==> config.mk <==
export PLATFORM = sky130hd
export DESIGN_NAME = bkt_var_sweep
export DESIGN_NICKNAME = d
export VERILOG_FILES = /design/src/rtl/bkt_var_sweep.sv
export SDC_FILE = /design/constraint.sdc
export NUM_CORES = 1
export LEC_CHECK = 0
export ABC_AREA = 1
export CAP_MARGIN = 20
export CORE_MARGIN = 2
export CORE_UTILIZATION = 45
export DETAILED_ROUTE_END_ITERATION = 10
export HOLD_SLACK_MARGIN = 0.1
export PLACE_DENSITY = 0.71
export SYNTH_ARGS = -nofsm -noshare
export SYNTH_HDL_FRONTEND = slang
export SYNTH_SLANG_ARGS = --single-unit
==> constraint.sdc <==
create_clock -name clk -period 1.9 [get_ports clk]
set_input_delay 0.38 -clock clk [delete_from_list [all_inputs] [get_ports clk]]
set_output_delay 0.38 -clock clk [all_outputs]
set_load 0.01 [all_outputs]
==> src/rtl/bkt_var_sweep.sv <==
// Backtrack/restart sweeper over the packed variable-state BRAM (LANES variables per word).
// Define BKT_SWEEP_STATS_EN to build the flip/clear lane counters; otherwise both read 0.
module bkt_var_sweep #(
  parameter int WIDTH_VAR             = 12,
  parameter int WIDTH_LVL             = 16,
  parameter int LANES                 = 2,
  parameter int ADDR_WIDTH_VAR_STATES = 9,
  parameter int RD_LATENCY            = 1
) (
  input  logic                                 clk,
  input  logic                                 rst,
  input  logic                                 start_bkt_i,
  input  logic                                 mode_i,
  input  logic [WIDTH_VAR-1:0]                 nv_all_i,
  input  logic [WIDTH_LVL-1:0]                 bkt_lvl_i,
  output logic                                 apply_bkt_o,
  output logic                                 done_bkt_o,
  output logic [ADDR_WIDTH_VAR_STATES-1:0]     ram_raddr_vs_o,
  input  logic [LANES*(3+WIDTH_LVL)-1:0]       ram_rdata_vs_i,
  output logic                                 ram_we_vs_o,
  output logic [ADDR_WIDTH_VAR_STATES-1:0]     ram_waddr_vs_o,
  output logic [LANES*(3+WIDTH_LVL)-1:0]       ram_wdata_vs_o,
  output logic [WIDTH_VAR-1:0]                 flip_cnt_o,
  output logic [WIDTH_VAR-1:0]                 clr_cnt_o
);

  localparam int F  = 3 + WIDTH_LVL;
  localparam int DW = LANES * F;
  localparam int CW = WIDTH_VAR + 1;
  localparam int AW = ADDR_WIDTH_VAR_STATES;

  localparam logic [1:0] S_IDLE  = 2'd0;
  localparam logic [1:0] S_ISSUE = 2'd1;
  localparam logic [1:0] S_DRAIN = 2'd2;
  localparam logic [1:0] S_DONE  = 2'd3;

  logic [1:0]           state_q, state_d;
  logic                 mode_q, mode_d;
  logic [WIDTH_VAR-1:0] nv_q, nv_d;
  logic [WIDTH_LVL-1:0] lvl_q, lvl_d;
  logic [CW-1:0]        nwords_q, nwords_d;
  logic [CW-1:0]        issue_idx_q, issue_idx_d;
  logic [2:0]           drain_q, drain_d;
  logic [AW-1:0]        raddr_q, raddr_d;
  logic                 rd_vld_q, rd_vld_d;
  logic                 accept;

  logic [RD_LATENCY-1:0] vld_sr_q;
  logic [AW-1:0]         addr_sr_q [RD_LATENCY];

  logic                 we_q, we_d;
  logic [AW-1:0]        waddr_q, waddr_d;
  logic [DW-1:0]        wdata_q, wdata_d;
  logic [LANES-1:0]     lane_flip, lane_clr;
  logic [2:0]           lane_val;
  logic [WIDTH_LVL-1:0] lane_lvl;
  logic [31:0]          lane_idx;

  assign accept = (state_q == S_IDLE) && start_bkt_i;

  always_comb begin
    state_d     = state_q;
    mode_d      = mode_q;
    nv_d        = nv_q;
    lvl_d       = lvl_q;
    nwords_d    = nwords_q;
    issue_idx_d = issue_idx_q;
    drain_d     = drain_q;
    raddr_d     = raddr_q;
    rd_vld_d    = 1'b0;
    case (state_q)
      S_IDLE: begin
        if (start_bkt_i) begin
          state_d     = S_ISSUE;
          mode_d      = mode_i;
          nv_d        = nv_all_i;
          lvl_d       = bkt_lvl_i;
          nwords_d    = CW'((32'(nv_all_i) + 32'(LANES - 1)) / 32'(LANES));
          raddr_d     = '0;
          rd_vld_d    = (nv_all_i != '0);
          issue_idx_d = CW'(1);
        end
      end
      S_ISSUE: begin
        if (issue_idx_q < nwords_q) begin
          raddr_d     = AW'(issue_idx_q);
          rd_vld_d    = 1'b1;
          issue_idx_d = issue_idx_q + CW'(1);
        end else begin
          state_d = S_DRAIN;
          // An empty sweep has no read in flight, so it drains one cycle shorter.
          drain_d = (nwords_q == '0) ? 3'(RD_LATENCY - 1) : 3'(RD_LATENCY);
        end
      end
      S_DRAIN: begin
        if (drain_q == 3'd0) state_d = S_DONE;
        else                 drain_d = drain_q - 3'd1;
      end
      default: state_d = S_IDLE;
    endcase
  end

  always_comb begin
    wdata_d   = ram_rdata_vs_i;
    lane_flip = '0;
    lane_clr  = '0;
    lane_val  = '0;
    lane_lvl  = '0;
    lane_idx  = '0;
    for (int l = 0; l < LANES; l++) begin
      lane_val = ram_rdata_vs_i[l*F + WIDTH_LVL +: 3];
      lane_lvl = ram_rdata_vs_i[l*F +: WIDTH_LVL];
      lane_idx = 32'(addr_sr_q[RD_LATENCY-1]) * 32'(LANES) + 32'(l);
      // Flip takes priority over clear for the decision variable at the backtrack level.
      if (lane_idx < 32'(nv_q) && lane_val[2:1] != 2'b00) begin
        if (!mode_q && lane_lvl == lvl_q && !lane_val[0]) begin
          lane_flip[l]      = 1'b1;
          wdata_d[l*F +: F] = {~lane_val[2:1], lane_val[0], lane_lvl};
        end else if (lane_lvl >= lvl_q) begin
          lane_clr[l]       = 1'b1;
          wdata_d[l*F +: F] = '0;
        end
      end
    end
    we_d    = vld_sr_q[RD_LATENCY-1] && ((lane_flip | lane_clr) != '0);
    waddr_d = addr_sr_q[RD_LATENCY-1];
  end

  always_ff @(posedge clk or negedge rst) begin
    if (!rst) begin
      state_q     <= S_IDLE;
      mode_q      <= 1'b0;
      nv_q        <= '0;
      lvl_q       <= '0;
      nwords_q    <= '0;
      issue_idx_q <= '0;
      drain_q     <= '0;
      raddr_q     <= '0;
      rd_vld_q    <= 1'b0;
      vld_sr_q    <= '0;
      for (int i = 0; i < RD_LATENCY; i++) addr_sr_q[i] <= '0;
      we_q        <= 1'b0;
      waddr_q     <= '0;
      wdata_q     <= '0;
    end else begin
      state_q     <= state_d;
      mode_q      <= mode_d;
      nv_q        <= nv_d;
      lvl_q       <= lvl_d;
      nwords_q    <= nwords_d;
      issue_idx_q <= issue_idx_d;
      drain_q     <= drain_d;
      raddr_q     <= raddr_d;
      rd_vld_q    <= rd_vld_d;
      // Valid/address follow the read through the BRAM latency.
      for (int i = RD_LATENCY - 1; i > 0; i--) begin
        vld_sr_q[i]  <= vld_sr_q[i-1];
        addr_sr_q[i] <= addr_sr_q[i-1];
      end
      vld_sr_q[0]  <= rd_vld_q;
      addr_sr_q[0] <= raddr_q;
      we_q         <= we_d;
      waddr_q      <= waddr_d;
      wdata_q      <= wdata_d;
    end
  end

  assign apply_bkt_o    = (state_q != S_IDLE);
  assign done_bkt_o     = (state_q == S_DONE);
  assign ram_raddr_vs_o = raddr_q;
  assign ram_we_vs_o    = we_q;
  assign ram_waddr_vs_o = waddr_q;
  assign ram_wdata_vs_o = wdata_q;

`ifdef BKT_SWEEP_STATS_EN
  logic [WIDTH_VAR-1:0] flip_cnt_q, clr_cnt_q;
  logic [WIDTH_VAR-1:0] flip_inc, clr_inc;

  always_comb begin
    flip_inc = '0;
    clr_inc  = '0;
    for (int l = 0; l < LANES; l++) begin
      flip_inc = flip_inc + WIDTH_VAR'(lane_flip[l]);
      clr_inc  = clr_inc + WIDTH_VAR'(lane_clr[l]);
    end
  end

  always_ff @(posedge clk or negedge rst) begin
    if (!rst) begin
      flip_cnt_q <= '0;
      clr_cnt_q  <= '0;
    end else if (accept) begin
      flip_cnt_q <= '0;
      clr_cnt_q  <= '0;
    end else if (vld_sr_q[RD_LATENCY-1]) begin
      flip_cnt_q <= flip_cnt_q + flip_inc;
      clr_cnt_q  <= clr_cnt_q + clr_inc;
    end
  end

  assign flip_cnt_o = flip_cnt_q;
  assign clr_cnt_o  = clr_cnt_q;
`else
  assign flip_cnt_o = '0;
  assign clr_cnt_o  = '0;
`endif

endmodule

==> results of run 1 <==
[power groups by stage]
| stage | combinational (W) | clock (W) | sequential, W |
|---|---|---|---|
| after floorplan | 0.00289 | 0 | 0.00393 |
| after global placement | 0.00458 | 0 | 0.00383 |
| after detailed placement | 0.00470 | 0 | 0.00385 |
| after CTS | 0.00477 | 0.00308 | 0.00380 |
| after global routing | 0.00656 | 0.00321 | 0.00390 |
| final | 0.00590 | 0.00306 | 0.00383 |
[layout by cell type, fill, tap and decap left out, types with 9 or more instances in the layout]
master | Yosys | routed
clkdlybuf4s50_1 | 0 | 101
buf_4 | 25 | 46
inv_2 | 0 | 22
nand2_1 | 240 | 206
nor2_1 | 56 | 45
dlymetal6s2s_1 | 0 | 24
nand3b_1 | 10 | 10
o21ai_0 | 37 | 36
inv_1 | 133 | 112
clkbuf_16 | 0 | 19
nand3_1 | 43 | 40
dfrtp_1 | 127 | 126
nand2_2 | 2 | 30
nand4_1 | 10 | 10
conb_1 | 1 | 24
nor2_2 | 4 | 9
ha_1 | 62 | 37
a21oi_1 | 19 | 15
ha_4 | 0 | 25
[timing repair]
item                                   CTS  global route
pin swaps                                0            49
endpoints found under the hold margin  127             0
gates cloned                             0             6
gates resized for setup                  4           150
setup endpoints to repair               17            64
buffers inserted                         1            10
hold buffers                             1             0
[tightest hold or removal path: stages]
cell and delay [ns]:
dlymetal6s2s_1 0.11, nand2_1 0.06, inv_1 0.04
[routing by layer]
metal  share of wire  vias to the layer above
met5               0                        -
met4           0.020                        0
met3           0.055                       36
met2            0.51                      214
met1            0.41                     2900
li1                -                     2929
[state kept, by name, indices dropped and copies added (netlist names)]
name,count
addr_sr_q,9
nv_q,12
vld_sr_q,1
state_q,2
ram_waddr_vs_o,9
rd_vld_q,1
ram_we_vs_o,1
ram_wdata_vs_o,38
mode_q,1
nwords_q,12
drain_q,3
ram_raddr_vs_o,9
issue_idx_q,13
lvl_q,16
[layout make-up]
cell class / count / area [um^2]
tap: 188 / 235
sequential: 127 / 3180
timing repair buffer: 182 / 1840
clock inverter: 11 / 92.6
fill: 1191 / 5150
inverter: 134 / 503
clock buffer: 20 / 457
multi-input combinational: 554 / 3640
[through the flow]
step                      setup TNS [ns]  setup WS (ns)  cells
after floorplan                        0          0.204    855
after global placement            -14.55         -0.408   1167
after detailed placement          -16.04         -0.465   1167
after CTS                              0        0.00850   1200
after global routing              -0.571        -0.0538   1216
final                                  0         0.0473   1216
[worst min-delay path by stage]
stage / startpoint / end / depth (start not counted)
2_1_floorplan: rst / addr_sr_q[0] / 0
3_3_place_gp: rd_vld_q / vld_sr_q / 0
3_5_place_dp: rd_vld_q / vld_sr_q / 0
4_1_cts: rd_vld_q / vld_sr_q / 0
5_1_grt: ram_rdata_vs_i[19] / ram_wdata_vs_o[19] / 3
6_report: ram_rdata_vs_i[19] / ram_wdata_vs_o[19] / 3
[kinds of logic after synthesis]
kind of cell,synth area share
and+or+nand+nor,0.234
buffers and inverters,0.116
DFF,0.461
AOI/OAI and AO/OA,0.0644
adders and majority gates,0.113
xor gates and xnor gates,0.0114
other,0.000544
==> results.sh, run 1 <==
export IMPL_critPathCapture="ram_wdata_vs_o[18]"
export IMPL_vias_per_cell=5.00
export IMPL_grt_use_met1=0.263
export IMPL_p_comb_frac=0.461
export IMPL_coreArea_mm2=0.0151
export IMPL_cts_made_buffers=17
export IMPL_total_power_w=0.0128
export IMPL_drc=0
export IMPL_cts_path_max_buffers=2
export IMPL_reg2reg_from="addr_sr_q[6]"
export IMPL_rows=45
export IMPL_cts_tree="yes"
export IMPL_rr_worst_depth=11
export IMPL_end_kind="register"
export IMPL_grt_use_met3=0.0484
export IMPL_yosysSeqAreaShare=0.461
export IMPL_grt_max_degree=65
export IMPL_cp_required_ns=2.22
export IMPL_fin_area_mm2=0.00994
export IMPL_p_sw_w=0.00494
export IMPL_slew_headroom=0.589
export IMPL_path_common_cell="nand2_1"
export IMPL_drv_slew=0
export IMPL_critPathLaunch="addr_sr_q[6]"
export IMPL_grt_use_met2=0.358
export IMPL_drv_cap=0
export IMPL_power_density_mw_per_mm2=1290
export IMPL_peakVddDrop_mv=0.687
export IMPL_finalCritPeriodShare=0.975
export IMPL_worst_path_buf_inv=2
export IMPL_area_growth_pct=44.1
export IMPL_die_h_um=128
export IMPL_grt_total_usage=0.209
export IMPL_top_usage_layer="met2"
export IMPL_grt_pass1_wl_um=26700
export IMPL_finalSetupViolations=0
export IMPL_yosysTopAreaCell="dfrtp_1"
export IMPL_cts_sinks=127
export IMPL_outcome="complete, no violations"
export IMPL_postSynthRegisterBits=127
export IMPL_overflow=0
export IMPL_synth_most_common_cell="nand2_1"
export IMPL_start_util=0.457
export IMPL_hold_ws_ns=0.201
export IMPL_first_iter_violations=349
export IMPL_routedWlPerCell_um=15.4
export IMPL_synth_top_flop_cell="dfrtp_1"
export IMPL_avgSynthCellArea_um2=8.29
export IMPL_path_cells="ha_4 > nand4_1 > nor2_1 > nand2_2 > nand3_4 > nor2_4 > buf_4 > nand2_1 > nand2_1 > nand2_1 > inv_1"
export IMPL_clkTransAtPathRegs_ns=0.06
export IMPL_htree_num_levels=4
export IMPL_synth_common_cells="nand2_1, inv_1, dfrtp_1, ha_1, nor2_1"
export IMPL_grt_antenna_before_repair=0
export IMPL_period_needed_ns=1.85
export IMPL_fmax_ghz=0.540
export IMPL_r2r_slack_ns=0.05
export IMPL_die_x_um=128
export IMPL_path_class="reg -> reg"
export IMPL_critPathTopFamily="simple AND/OR/NAND/NOR gates"
export IMPL_io_buffers=128
export IMPL_placed_area_mm2=0.00854
export IMPL_pwr_share_seq=0.299
export IMPL_ys_top_cells_by_area="dfrtp_1, nand2_1, ha_1"
export IMPL_r2r_end="ram_wdata_vs_o[18]"
export IMPL_clockRootBuffer="clkbuf_16"
export IMPL_drt_first_pass_iters=5
export IMPL_syn_inst=832
export IMPL_cp_depth=11
export IMPL_insertedDiodeCount=0
export IMPL_layout_nets=1148
export IMPL_wirelength_um=18700
export IMPL_critPathMaxStageDelay_ns=0.42
export IMPL_gp_congestion=0.857
export IMPL_num_io_pins=153
export IMPL_ys_warnings_count=0
export IMPL_grt_pass1_vias=5484
export IMPL_dp_final_hpwl_um=12200
export IMPL_syn_area_mm2=0.00690
export IMPL_hold_viol=0
export IMPL_startpoint_type="register"
export IMPL_synth_edf_count=0
export IMPL_leakagePower_nw=5.19
export IMPL_die_area_mm2=0.0163
export IMPL_clk_latency_ns=0.43
export IMPL_crit_path_top_delay_cell="dfrtp_1"
export IMPL_crit_arrival_ns=2.17
export IMPL_hp_class="in -> reg"
export IMPL_worstMarginPinSlew_ns=0.616
export IMPL_num_vias=6079
export IMPL_finalClockSkew_ns=0.0108
export IMPL_ys_async_sr_fraction=1.00
export IMPL_fin_util=0.659
export IMPL_drive_gt1_frac=0.198
export IMPL_cp_max_fo=3
export IMPL_yosys_cell_types_count=37
export IMPL_rsz0062_at_grt="true"
export IMPL_internal_power_w=0.00785
export IMPL_p_clk_frac=0.239
export IMPL_swShare=0.386
export IMPL_antenna_left=0
export IMPL_synth_top_area_frac=0.461
No activity file was read; power rests on OpenSTA's default activity.
==> inputs of run 2 (changes only) <==
- MAX_ROUTING_LAYER: default -> met4
==> run 2 against run 1 <==
Net effect:
- register-to-register slack better by 0.02 ns
- final area is 0.84% lower
- clock-buffer cell count stayed put
- clock power hardly changed
- final cell count is 0.25% lower
- wire length is 2.1% lower
- first-iteration DRC count is 8.9% higher
- non-clock buffer count is 3 lower
- critical endpoint is now ram_wdata_vs_o[21]
- sequential cell count stayed put
- critical path depth stayed put
- hold slack better by 0.0052 ns
- sequential share of layout area is 0.27 points higher
==> results.sh, run 2 (same netlist as run 1, synthesis figures left out) <==
export IMPL_clkTransAtPathRegs_ns=0.06
export IMPL_dp_final_hpwl_um=12200
export IMPL_cp_required_ns=2.21
export IMPL_tns_ns=0
export IMPL_rr_worst_depth=11
export IMPL_r2r_slack_ns=0.06
export IMPL_cts_path_max_buffers=2
export IMPL_finalClockSkew_ns=0.0106
export IMPL_placed_area_mm2=0.00854
export IMPL_dp_cells=1167
export IMPL_routedWlPerCell_um=15.1
export IMPL_cts_tree="yes"
export IMPL_multi_input_area_mm2=0.00359
export IMPL_grt_pass1_vias=5489
export IMPL_drive_gt1_frac=0.186
export IMPL_num_io_pins=153
export IMPL_instances_no_fill=1213
export IMPL_critPathLaunch="ram_rdata_vs_i[23]"
export IMPL_cp_max_fo=8
export IMPL_total_power_w=0.0126
export IMPL_power_density_mw_per_mm2=1280
export IMPL_grt_antenna_before_repair=0
export IMPL_grt_pass1_wl_um=26700
export IMPL_seqCellArea_mm2=0.00318
export IMPL_hp_class="in -> reg"
export IMPL_gp_congestion=0.870
export IMPL_clk_latency_ns=0.43
export IMPL_antenna_left=0
export IMPL_drc=0
export IMPL_p_clk_frac=0.242
export IMPL_startpoint_type="primary input"
export IMPL_drv_cap=0
export IMPL_n_fill_cell=1213
export IMPL_leakagePower_nw=5.11
export IMPL_slew_headroom=0.589
export IMPL_worstMarginPinSlew_ns=0.617
export IMPL_layout_common_cells="nand2_1, dfrtp_1, inv_1"
export IMPL_drv_slew=0
export IMPL_layout_commonest_cell="nand2_1"
export IMPL_die_h_um=128
export IMPL_hold_viol=0
export IMPL_cts_sinks=127
export IMPL_layout_nets=1145
export IMPL_finalSetupViolations=0
export IMPL_internal_power_w=0.00777
export IMPL_io_buffers=128
export IMPL_wirelength_um=18300
export IMPL_fmax_ghz=0.545
export IMPL_swShare=0.383
export IMPL_grt_max_degree=65
export IMPL_num_vias=5980
export IMPL_drt_first_pass_iters=5
export IMPL_path_class="in -> reg"
export IMPL_insertedDiodeCount=0
export IMPL_htree_num_levels=4
export IMPL_end_kind="register"
export IMPL_outcome="complete, no violations"
export IMPL_rsz0062_at_grt="true"
export IMPL_cts_made_buffers=17
export IMPL_finalCritPeriodShare=0.966
export IMPL_start_util=0.457
export IMPL_reg2reg_from="issue_idx_q[9]"
export IMPL_area_growth_pct=42.9
export IMPL_peakVddDrop_mv=0.678
export IMPL_r2r_end="ram_raddr_vs_o[1]"
export IMPL_first_iter_violations=380
export IMPL_die_x_um=128
export IMPL_fin_area_mm2=0.00986
export IMPL_fin_util=0.653
export IMPL_vias_per_cell=4.93
export IMPL_clockRootBuffer="clkbuf_16"
export IMPL_p_sw_w=0.00482
export IMPL_period_needed_ns=1.84
export IMPL_pwr_share_seq=0.304
export IMPL_coreArea_mm2=0.0151
export IMPL_overflow=0
export IMPL_critPathCapture="ram_wdata_vs_o[21]"
export IMPL_rows=45
export IMPL_crit_arrival_ns=2.15
export IMPL_p_comb_frac=0.454
export IMPL_grt_total_usage=0.216
export IMPL_largest_reg_flops=38
export IMPL_die_area_mm2=0.0163
## run 2: layer usage
layer  track usage  part of all wire  vias up
met4        0.0692             0.016        0
met3        0.0451             0.054       21
li1              -                 -     2926
met2         0.358              0.52      189
met5             -                 0        -
met1         0.265              0.41     2844
## run 2: worst min-delay path by stage
stage                        from                 end  slack, ns  cells after the start
3_3_place_gp             rd_vld_q            vld_sr_q       0.33                      0
4_1_cts                  rd_vld_q            vld_sr_q       0.35                      0
6_report       ram_rdata_vs_i[19]  ram_wdata_vs_o[19]       0.21                      3
3_5_place_dp             rd_vld_q            vld_sr_q       0.34                      0
5_1_grt        ram_rdata_vs_i[19]  ram_wdata_vs_o[19]       0.22                      3
2_1_floorplan                 rst        addr_sr_q[0]       0.08                      0
## run 2: timing repair
action | CTS | global route
hold endpoints to repair | 127 | 0
pin swaps | 0 | 45
buffers inserted | 1 | 7
hold buffers | 1 | 0
gates resized for setup | 4 | 132
endpoints found under the setup margin | 17 | 64
cloned | 0 | 6
## run 2: power groups by stage
stage | Sequential, W | Clock, W | Combinational [W]
CTS | 0.00380 | 0.00308 | 0.00477
floorplan | 0.00393 | 0 | 0.00289
global route | 0.00390 | 0.00320 | 0.00642
global placement | 0.00383 | 0 | 0.00458
detailed placement | 0.00385 | 0 | 0.00470
finish | 0.00383 | 0.00304 | 0.00572
## run 2: worst max-delay path, cell delays in order
cell and delay [ns]:
clkdlybuf4s50_1 0.44, ha_1 0.32, nand2_2 0.07, nor2_4 0.12
nand2_2 0.07, o21ai_2 0.12, nor2_1 0.05, nand2_2 0.19
nand3_4 0.21, nand2_2 0.12, inv_1 0.05
## run 2: area by class of cell
type	instances	area share
clock buffers	20	0.0463
clock inverters	11	0.00939
inverters	134	0.0510
multi-input cells	554	0.364
flip-flops and latches	127	0.323
well taps	188	0.0239
repair buffers	179	0.183
## run 2: through the flow
step,hold WS [ns],worst slack [ns]
finish,0.207,0.0637
global route,0.222,-0.0395
CTS,0.354,0.00850
detailed placement,0.339,-0.465
global placement,0.332,-0.408
floorplan,0.0844,0.204
